## config.mk

```make
export PLATFORM = sky130hd
export DESIGN_NAME = rca_add_sequencer
export DESIGN_NICKNAME = d
export VERILOG_FILES = /design/src/rtl/add_seq_pkg.sv /design/src/rtl/rca_slice.sv /design/src/rtl/rca_add_sequencer.sv
export SDC_FILE = /design/constraint.sdc
export NUM_CORES = 1
export LEC_CHECK = 0
export ABC_AREA = 1
export CAP_MARGIN = 15
export CORE_MARGIN = 3
export CORE_UTILIZATION = 56
export DETAILED_ROUTE_END_ITERATION = 12
export DONT_BUFFER_PORTS = 1
export PLACE_DENSITY = 0.82
export SYNTH_ARGS = -nofsm -noshare
export SYNTH_HDL_FRONTEND = slang
export SYNTH_SLANG_ARGS = --single-unit
export TNS_END_PERCENT = 1
```

## constraint.sdc

```tcl
create_clock -name clk -period 8.2 [get_ports clk]
set_input_delay 0.82 -clock clk [delete_from_list [all_inputs] [get_ports clk]]
set_output_delay 0.82 -clock clk [all_outputs]
set_load 0.1 [all_outputs]
```

## src/rtl/add_seq_pkg.sv

```systemverilog
// Shared types, defaults and parameter derivations for the sliced ripple-carry add sequencer.
package add_seq_pkg;

    typedef enum logic [1:0] {
        IDLE = 2'd0,
        RUN  = 2'd1,
        DONE = 2'd2
    } state_t;

    localparam int unsigned DATA_W_DEF  = 64;
    localparam int unsigned SLICE_W_DEF = 16;

    function automatic int unsigned num_slices(input int unsigned data_w, input int unsigned slice_w);
        return data_w / slice_w;
    endfunction

    // A single-slice configuration still needs a 1-bit index register.
    function automatic int unsigned idx_w(input int unsigned n_slices);
        return (n_slices <= 1) ? 1 : $clog2(n_slices);
    endfunction

    function automatic bit slices_ok(input int unsigned data_w, input int unsigned slice_w);
        return (slice_w != 0) && (data_w >= slice_w) && ((data_w % slice_w) == 0);
    endfunction

endpackage

```

## src/rtl/rca_slice.sv

```systemverilog
// Purely combinational W-bit ripple-carry adder built from a chain of full adders.
module rca_slice #(
    parameter int unsigned W = 16
) (
    output logic         c_out,
    output logic [W-1:0] sum,
    input  logic [W-1:0] a,
    input  logic [W-1:0] b,
    input  logic         c_in
);

    logic [W:0] c;

    assign c[0] = c_in;

    for (genvar i = 0; i < W; i++) begin : g_fa
        assign sum[i]  = a[i] ^ b[i] ^ c[i];
        assign c[i+1]  = (a[i] & b[i]) | (c[i] & (a[i] ^ b[i]));
    end

    assign c_out = c[W];

endmodule

```

## src/rtl/rca_add_sequencer.sv

```systemverilog
// Multi-cycle DATA_W-bit adder: one SLICE_W ripple slice reused per cycle, LSB slice first.
// Optional subtract mode (op_sub port) is enabled by defining ADD_SEQ_SUB_EN.
module rca_add_sequencer
    import add_seq_pkg::*;
#(
    parameter int unsigned DATA_W  = DATA_W_DEF,
    parameter int unsigned SLICE_W = SLICE_W_DEF
) (
    input  logic              clk,
    input  logic              rst,
    input  logic              in_valid,
    output logic              in_ready,
    input  logic [DATA_W-1:0] a,
    input  logic [DATA_W-1:0] b,
    input  logic              c_in,
`ifdef ADD_SEQ_SUB_EN
    input  logic              op_sub,
`endif
    output logic              out_valid,
    input  logic              out_ready,
    output logic [DATA_W-1:0] sum,
    output logic              c_out,
    output logic              busy
);

    localparam int unsigned NUM_SLICES = num_slices(DATA_W, SLICE_W);
    localparam int unsigned IDX_W      = idx_w(NUM_SLICES);
    localparam logic [IDX_W-1:0] LAST_IDX = IDX_W'(NUM_SLICES - 1);

    if (!slices_ok(DATA_W, SLICE_W)) begin : g_bad_cfg
        $error("rca_add_sequencer: DATA_W must be a nonzero multiple of SLICE_W");
    end

    state_t             state;
    logic [IDX_W-1:0]   idx;
    logic [DATA_W-1:0]  a_r;
    logic [DATA_W-1:0]  b_r;
    logic               carry;

    logic [DATA_W-1:0]  b_in;
    logic               carry_in;
    logic [SLICE_W-1:0] a_s;
    logic [SLICE_W-1:0] b_s;
    logic [SLICE_W-1:0] slice_sum;
    logic               slice_c;

    // Subtraction is a + ~b + 1, so the operand is inverted once at capture time.
`ifdef ADD_SEQ_SUB_EN
    assign b_in     = op_sub ? ~b : b;
    assign carry_in = op_sub ? 1'b1 : c_in;
`else
    assign b_in     = b;
    assign carry_in = c_in;
`endif

    assign a_s = a_r[idx*SLICE_W +: SLICE_W];
    assign b_s = b_r[idx*SLICE_W +: SLICE_W];

    rca_slice #(
        .W (SLICE_W)
    ) u_slice (
        .c_out (slice_c),
        .sum   (slice_sum),
        .a     (a_s),
        .b     (b_s),
        .c_in  (carry)
    );

    always_ff @(posedge clk) begin
        if (rst) begin
            state     <= IDLE;
            idx       <= '0;
            a_r       <= '0;
            b_r       <= '0;
            carry     <= 1'b0;
            sum       <= '0;
            c_out     <= 1'b0;
            out_valid <= 1'b0;
            busy      <= 1'b0;
            in_ready  <= 1'b1;
        end else begin
            case (state)
                IDLE: begin
                    if (in_valid) begin
                        a_r      <= a;
                        b_r      <= b_in;
                        carry    <= carry_in;
                        idx      <= '0;
                        state    <= RUN;
                        in_ready <= 1'b0;
                        busy     <= 1'b1;
                    end
                end
                RUN: begin
                    sum[idx*SLICE_W +: SLICE_W] <= slice_sum;
                    carry                       <= slice_c;
                    if (idx == LAST_IDX) begin
                        c_out     <= slice_c;
                        out_valid <= 1'b1;
                        state     <= DONE;
                    end else begin
                        idx <= idx + IDX_W'(1);
                    end
                end
                DONE: begin
                    if (out_ready) begin
                        out_valid <= 1'b0;
                        busy      <= 1'b0;
                        in_ready  <= 1'b1;
                        state     <= IDLE;
                    end
                end
                default: begin
                    state     <= IDLE;
                    out_valid <= 1'b0;
                    busy      <= 1'b0;
                    in_ready  <= 1'b1;
                end
            endcase
        end
    end

endmodule

```

## After elaboration in Yosys (flattened, before gate mapping)

Cells that the tools add are included.
Widths: inputs -> output; s select.

| operators by class | value |
|---|---|
| $mul | 0 |
| bitwise operators | 82 |
| order comparisons | 0 |
| multiplexer cells | 18 |
| equal/unequal tests | 7 |
| div/mod/pow operators | 0 |
| reductions and logical operators | 9 |
| add/sub/neg operators | 2 |
| shifts and indexed selects | 4 |

Operators by type and width:

| operator | count |
|---|---|
| $shiftx 64x7->16 | 2 |
| $bwmux 64 | 1 |
| $shift 16x34->64 const A | 1 |
| $shiftx 16x34->64 | 1 |
| $neg 6->34 | 1 |
| $and 1x1->1 | 32 |
| $xor 1x1->1 | 32 |
| $or 1x1->1 | 16 |
| $reduce_and 3->1 | 4 |
| $mux 2 | 5 |
| $pmux 1 s3 | 3 |
| $ne 2x2->1 const B | 4 |
| $mux 1 | 6 |
| $pmux 2 s3 | 1 |
| $reduce_and 2->1 | 3 |
| $eq 2x2->1 const B | 2 |
| $pmux 2 s2 | 1 |
| $add 2x1->2 const B | 1 |
| $eq 2x1->1 const B | 1 |
| $logic_not 2->1 | 1 |
| $not 1->1 | 2 |
| $pmux 1 s2 | 1 |
| $reduce_bool 2->1 | 1 |

| word-level totals | value |
|---|---|
| logic and storage cells | 132 |
| bits in read-only memories | 0 |
| memories | 0 |
| output and inout bits | 68 |
| RAM bits | 0 |
| latch bits | 0 |
| bits in registers | 201 |
| bits of input ports | 133 |

## Depth between registers and ports, before layout

Gate-level depths: netlist of run 1.

| depth | value |
|---|---|
| word-level depth | 35 |
| gate-level depth with buffers | 30 |
| gate-level depth less buffers | 28 |

## Cells and area by module

A second synthesis of run 1 with hierarchy kept.

| unflattened totals | value |
|---|---|
| cell total of the unflattened synthesis | 1161 |
| area, all modules | 8572.0 µm² |

Modules (own cells, without submodules):

| module | area an instance (µm²) | times used | cells an instance | sequential area each (µm²) |
|---|---|---|---|---|
| rca_add_sequencer | 8214.1 | 1 | 1135 | 4023.9 |
| rca_slice | 357.8 | 1 | 26 | 0.0 |

## Worst setup path after synthesis of run 1

OpenSTA, ideal clock, no wires.

| path | value |
|---|---|
| path type | reg-to-reg |
| start point | register idx[0] |
| end point | register sum[31] |
| buffers on the path | 2 |
| setup slack | 1.436 ns |
| data required time | 8.068 ns |
| stages on the path, launching flop included | 31 |
| arrival time | 6.631 ns |
| library setup time | 0.132 ns |
| clock period less this slack | 6.764 ns |
| path through | dfxtp_1 > inv_1 > buf_2 > clkbuf_1 > nor2_1 > o22a_1 > fa_1 > inv_1 > fa_1 > fa_1 > inv_1 > fa_1 > fa_1 > fa_1 > fa_1 > fa_1 > inv_1 > fa_1 > fa_1 > inv_1 > fa_1 > fa_1 > fa_1 > fa_1 > inv_1 > fa_1 > fa_1 > nand2_1 > nor2_1 > nand2_1 > a21oi_1 |

| on the way | value |
|---|---|
| cells in the longest elaborated chain, start to end | 35 |

Ends and longest elaborated chain:

| element | line | RTL |
|---|---|---|
| start, declared | rca_add_sequencer.sv:35 | `logic [IDX_W-1:0] idx;` |
| start signal, assigned | rca_add_sequencer.sv:102 | `idx <= idx + IDX_W'(1);` |
| $shiftx 64x7->16 (on tied branches) | rca_add_sequencer.sv:56, rca_add_sequencer.sv:57 |  |
| $xor 1x1->1 | rca_slice.sv:17, rca_slice.sv:18 |  |
| $and 1x1->1 | rca_slice.sv:18 | `assign c[i+1] = (a[i] & b[i]) \| (c[i] & (a[i] ^ b[i]));` |
| $or 1x1->1 | rca_slice.sv:18 |  |
| $and 1x1->1 | rca_slice.sv:18 |  |
| $or 1x1->1 | rca_slice.sv:18 |  |
| $and 1x1->1 | rca_slice.sv:18 |  |
| $or 1x1->1 | rca_slice.sv:18 |  |
| (+19 left out) | - |  |
| $or 1x1->1 | rca_slice.sv:18 |  |
| $and 1x1->1 | rca_slice.sv:18 |  |
| $or 1x1->1 | rca_slice.sv:18 |  |
| $and 1x1->1 | rca_slice.sv:18 |  |
| $or 1x1->1 | rca_slice.sv:18 |  |
| $xor 1x1->1 | rca_slice.sv:17 | `assign sum[i] = a[i] ^ b[i] ^ c[i];` |
| $shiftx 16x34->64 | rca_add_sequencer.sv:95 | `sum[idx*SLICE_W +: SLICE_W] <= slice_sum;` |
| $bwmux 64 (*) | rca_add_sequencer.sv:95 |  |
| end signal, assigned by index | rca_add_sequencer.sv:95 |  |
| end, declared | rca_add_sequencer.sv:21 | `output logic [DATA_W-1:0] sum,` |

Every way passes the cells marked *; elsewhere a longest branch is shown, timed or not.
A chain may end at the register's enable or synchronous reset.

## Worst setup path after layout of run 1

| path | value |
|---|---|
| start point | register idx[1] |
| end point | register sum[63] |

Same word-level chain as after synthesis.

==> results.sh, run 1 <==
export IMPL_status="completed"
export IMPL_antenna_found_initial=1
export IMPL_min_path_type="in2reg"
export IMPL_io_pins=201
export IMPL_grt_max_degree=105
export IMPL_yosys_most_used_dff="dfxtp_1"
export IMPL_critPathMaxFanout=18
export IMPL_cts_post_setup_buffers_inserted=0
export IMPL_reg2reg_slack_ns=1.07
export IMPL_dieArea_um2=17100
export IMPL_grt_pass1_vias=6979
export IMPL_maxSlewViolCount=0
export IMPL_rows=44
export IMPL_setup_tns_ns=0
export IMPL_dp_cells=1266
export IMPL_nets=1259
export IMPL_power_leakage_uw=0.00355
export IMPL_hold_start="rst"
export IMPL_gp_congestion=0.939
export IMPL_routed_wl_um=23300
export IMPL_htree_levels=1
export IMPL_die_width_um=131
export IMPL_cpPeakStageDelay_ns=0.43
export IMPL_ff2ff_path_depth=28
export IMPL_instances_no_fill=1302
export IMPL_placed_area_um2=8520
export IMPL_power_density_nw_per_um2=266
export IMPL_relSlewSlack_pct=25.8
export IMPL_hold_viol=0
export IMPL_synth_distinct_cells=28
export IMPL_synthCells=1158
export IMPL_start_util_pct=58.6
export IMPL_layout_common_cells="368 x nor2_1, 200 x dfxtp_1, 185 x o21ai_0"
export IMPL_total_power_uw=2440
export IMPL_fillers=1342
export IMPL_cp_slowest_cell="fa_1"
export IMPL_drc=0
export IMPL_post_cts_resized=0
export IMPL_cp_arrival_ns=7.51
export IMPL_mostFrequentLayoutCell="nor2_1"
export IMPL_drt_iter0_drc=812
export IMPL_track_usage_pct=26.6
export IMPL_clock_sinks=201
export IMPL_worstReg2RegStart="idx[1]$_SDFFE_PP0P_"
export IMPL_hold_path_depth=1
export IMPL_cts_tree="done"
export IMPL_worst_pin_slew_ns=1.11
export IMPL_clockBufferDepth=3
export IMPL_critPathKind="reg2reg"
export IMPL_insertion_delay_ns=0.49
export IMPL_clkSlewWorstSetupHoldPaths_ns=0.07
export IMPL_grt_pass1_wl_um=35800
export IMPL_wl_per_cell_um=17.9
export IMPL_drive_gt1_share_pct=4.83
export IMPL_yosysSeqAreaShare_pct=46.2
export IMPL_hpwl_um=17200
export IMPL_die_h_um=131
export IMPL_min_period_over_period_pct=87.0
export IMPL_via_count=7570
export IMPL_async_flop_share_pct=0
export IMPL_cts_buffers=20
export IMPL_synth_edff_count=0
export IMPL_critPathRequiredTime_ns=8.58
export IMPL_netlist_area_um2=8700
export IMPL_syn2layout_area_growth_pct=5.35
export IMPL_min_period_ns=7.13
export IMPL_min_delay_worst_endpoint="sum[16]$_SDFFE_PP0P_"
export IMPL_crit_top_cell="fa_1"
export IMPL_setup_viol=0
export IMPL_rsz0062_at_grt="no"
export IMPL_via_per_inst=5.81
export IMPL_hold_slack_ns=0.399
export IMPL_rr_endpoint="sum[63]$_SDFFE_PP0P_"
export IMPL_cts_hold_buffers=0
export IMPL_postRouteAntennaNets=0
export IMPL_end_kind="flip-flop"
export IMPL_startpoint_type="flip-flop"
export IMPL_ir_drop_mv=0.175
export IMPL_maxCapViolCount=0
export IMPL_grt_overflow_total=0
export IMPL_first_pass_iters=8
export IMPL_max_freq_ghz=0.140
export IMPL_core_area_um2=14900
export IMPL_ys_warn_count=0
export IMPL_avgSynthCellArea_um2=7.52
export IMPL_cts_root_buf="clkbuf_16"
export IMPL_finClkSkew_ns=0.0128
export IMPL_ys_ff_latch=201
export IMPL_finalInstanceArea_um2=9170
export IMPL_syn_nets=1313
export IMPL_port_buffers=0
[metal layers]
layer	track usage [%]	up-vias	share of wire [%]
met1	35.6	3447	40
met2	42.7	385	45
li1	-	3669	-
met4	8.41	2	3.1
met5	0	-	0.047
met3	6.46	67	11
[how the worst max path moves through the flow]
| stage | end | slack [ns] | start | depth (start not counted) |
|---|---|---|---|---|
| 2_1_floorplan | sum[31]$_SDFFE_PP0P_ | 1.44 | idx[0]$_SDFFE_PP0P_ | 30 |
| 3_3_place_gp | sum[47]$_SDFFE_PP0P_ | 1.34 | idx[1]$_SDFFE_PP0P_ | 28 |
| 3_5_place_dp | sum[63]$_SDFFE_PP0P_ | 1.20 | idx[0]$_SDFFE_PP0P_ | 27 |
| 4_1_cts | sum[63]$_SDFFE_PP0P_ | 1.20 | idx[1]$_SDFFE_PP0P_ | 28 |
| 5_1_grt | sum[31]$_SDFFE_PP0P_ | 0.62 | idx[1]$_SDFFE_PP0P_ | 28 |
| 6_report | sum[63]$_SDFFE_PP0P_ | 1.07 | idx[1]$_SDFFE_PP0P_ | 28 |
[final cells by class]
type	instances	area, µm²	area share, %
inverter	26	100	1.09
sequential	201	4030	43.9
antenna	1	2.50	0.0273
clock inverter	8	68.8	0.751
timing repair buffer	8	60.1	0.655
tap	184	230	2.51
multi-input combinational	847	4100	44.8
clock buffer	27	578	6.30
[worst max-delay path: cells and delay by family (launching register included)]
kind / cells / cell delay [ns]
fa+ha+maj: 16 / 5.23
buf+inv: 6 / 0.70
compound gates: 3 / 0.44
flops: 1 / 0.40
simple gates: 3 / 0.26
[synth_stat cells, types with 2 or more instances]
cell type | instances | area (µm²)
ha_1 | 6 | 75.1
o22a_1 | 20 | 175
o22ai_1 | 12 | 75.1
buf_1 | 4 | 15.0
inv_2 | 3 | 11.3
buf_6 | 18 | 203
nor2_1 | 368 | 1380
nor2_8 | 3 | 60.1
buf_4 | 2 | 15.0
inv_1 | 22 | 82.6
buf_2 | 16 | 80.1
nand3_1 | 15 | 75.1
clkbuf_1 | 44 | 165
nand2_4 | 3 | 33.8
o21ai_1 | 18 | 90.1
nand4_1 | 6 | 37.5
nand2_1 | 118 | 443
dfxtp_1 | 201 | 4020
a21oi_1 | 66 | 330
o21ai_0 | 185 | 926
fa_1 | 16 | 320
nor3_1 | 6 | 30.0
[cells by family (layout without fill, tap and decap cells)]
family	after synthesis	after routing	share of synthesized area (%)
buf+inv	110	69	6.61
simple gates	523	523	24.2
compound gates	302	302	18.4
fa+ha+maj	22	22	4.54
other cells	0	1	0
flops	201	201	46.2
[registers in the layout, summed over array words and instances (netlist names)]
signal     count
a_r           64
busy           1
carry          1
sum           64
state          2
in_ready       1
c_out          1
b_r           64
idx            2
out_valid      1
[through the flow]
step | utilization [%] | worst slack [ns]
6_report | 61.7 | 1.07
5_1_grt | 61.7 | 0.619
4_1_cts | 61.7 | 1.20
3_5_place_dp | 57.3 | 1.20
3_3_place_gp | 57.3 | 1.34
2_1_floorplan | - | 1.44
[where the power goes]
| part | switching, µW | internal, µW | total, µW |
|---|---|---|---|
| registers | 115 | 1040 | 1160 |
| logic | 260 | 129 | 389 |
| clock network | 365 | 526 | 892 |
| total | 740 | 1700 | 2440 |
Note: power is estimated with default switching activity, not from simulation.
==> inputs of run 2 (changes only) <==
--- a/config.mk
+++ b/config.mk
@@ -6,7 +6,6 @@
 export NUM_CORES = 1
 export LEC_CHECK = 0
 export ABC_AREA = 1
-export CAP_MARGIN = 15
 export CORE_MARGIN = 3
 export CORE_UTILIZATION = 56
 export DETAILED_ROUTE_END_ITERATION = 12
==> results of run 2 <==
Final layout, timing and power as in run 1 (identical DEF).
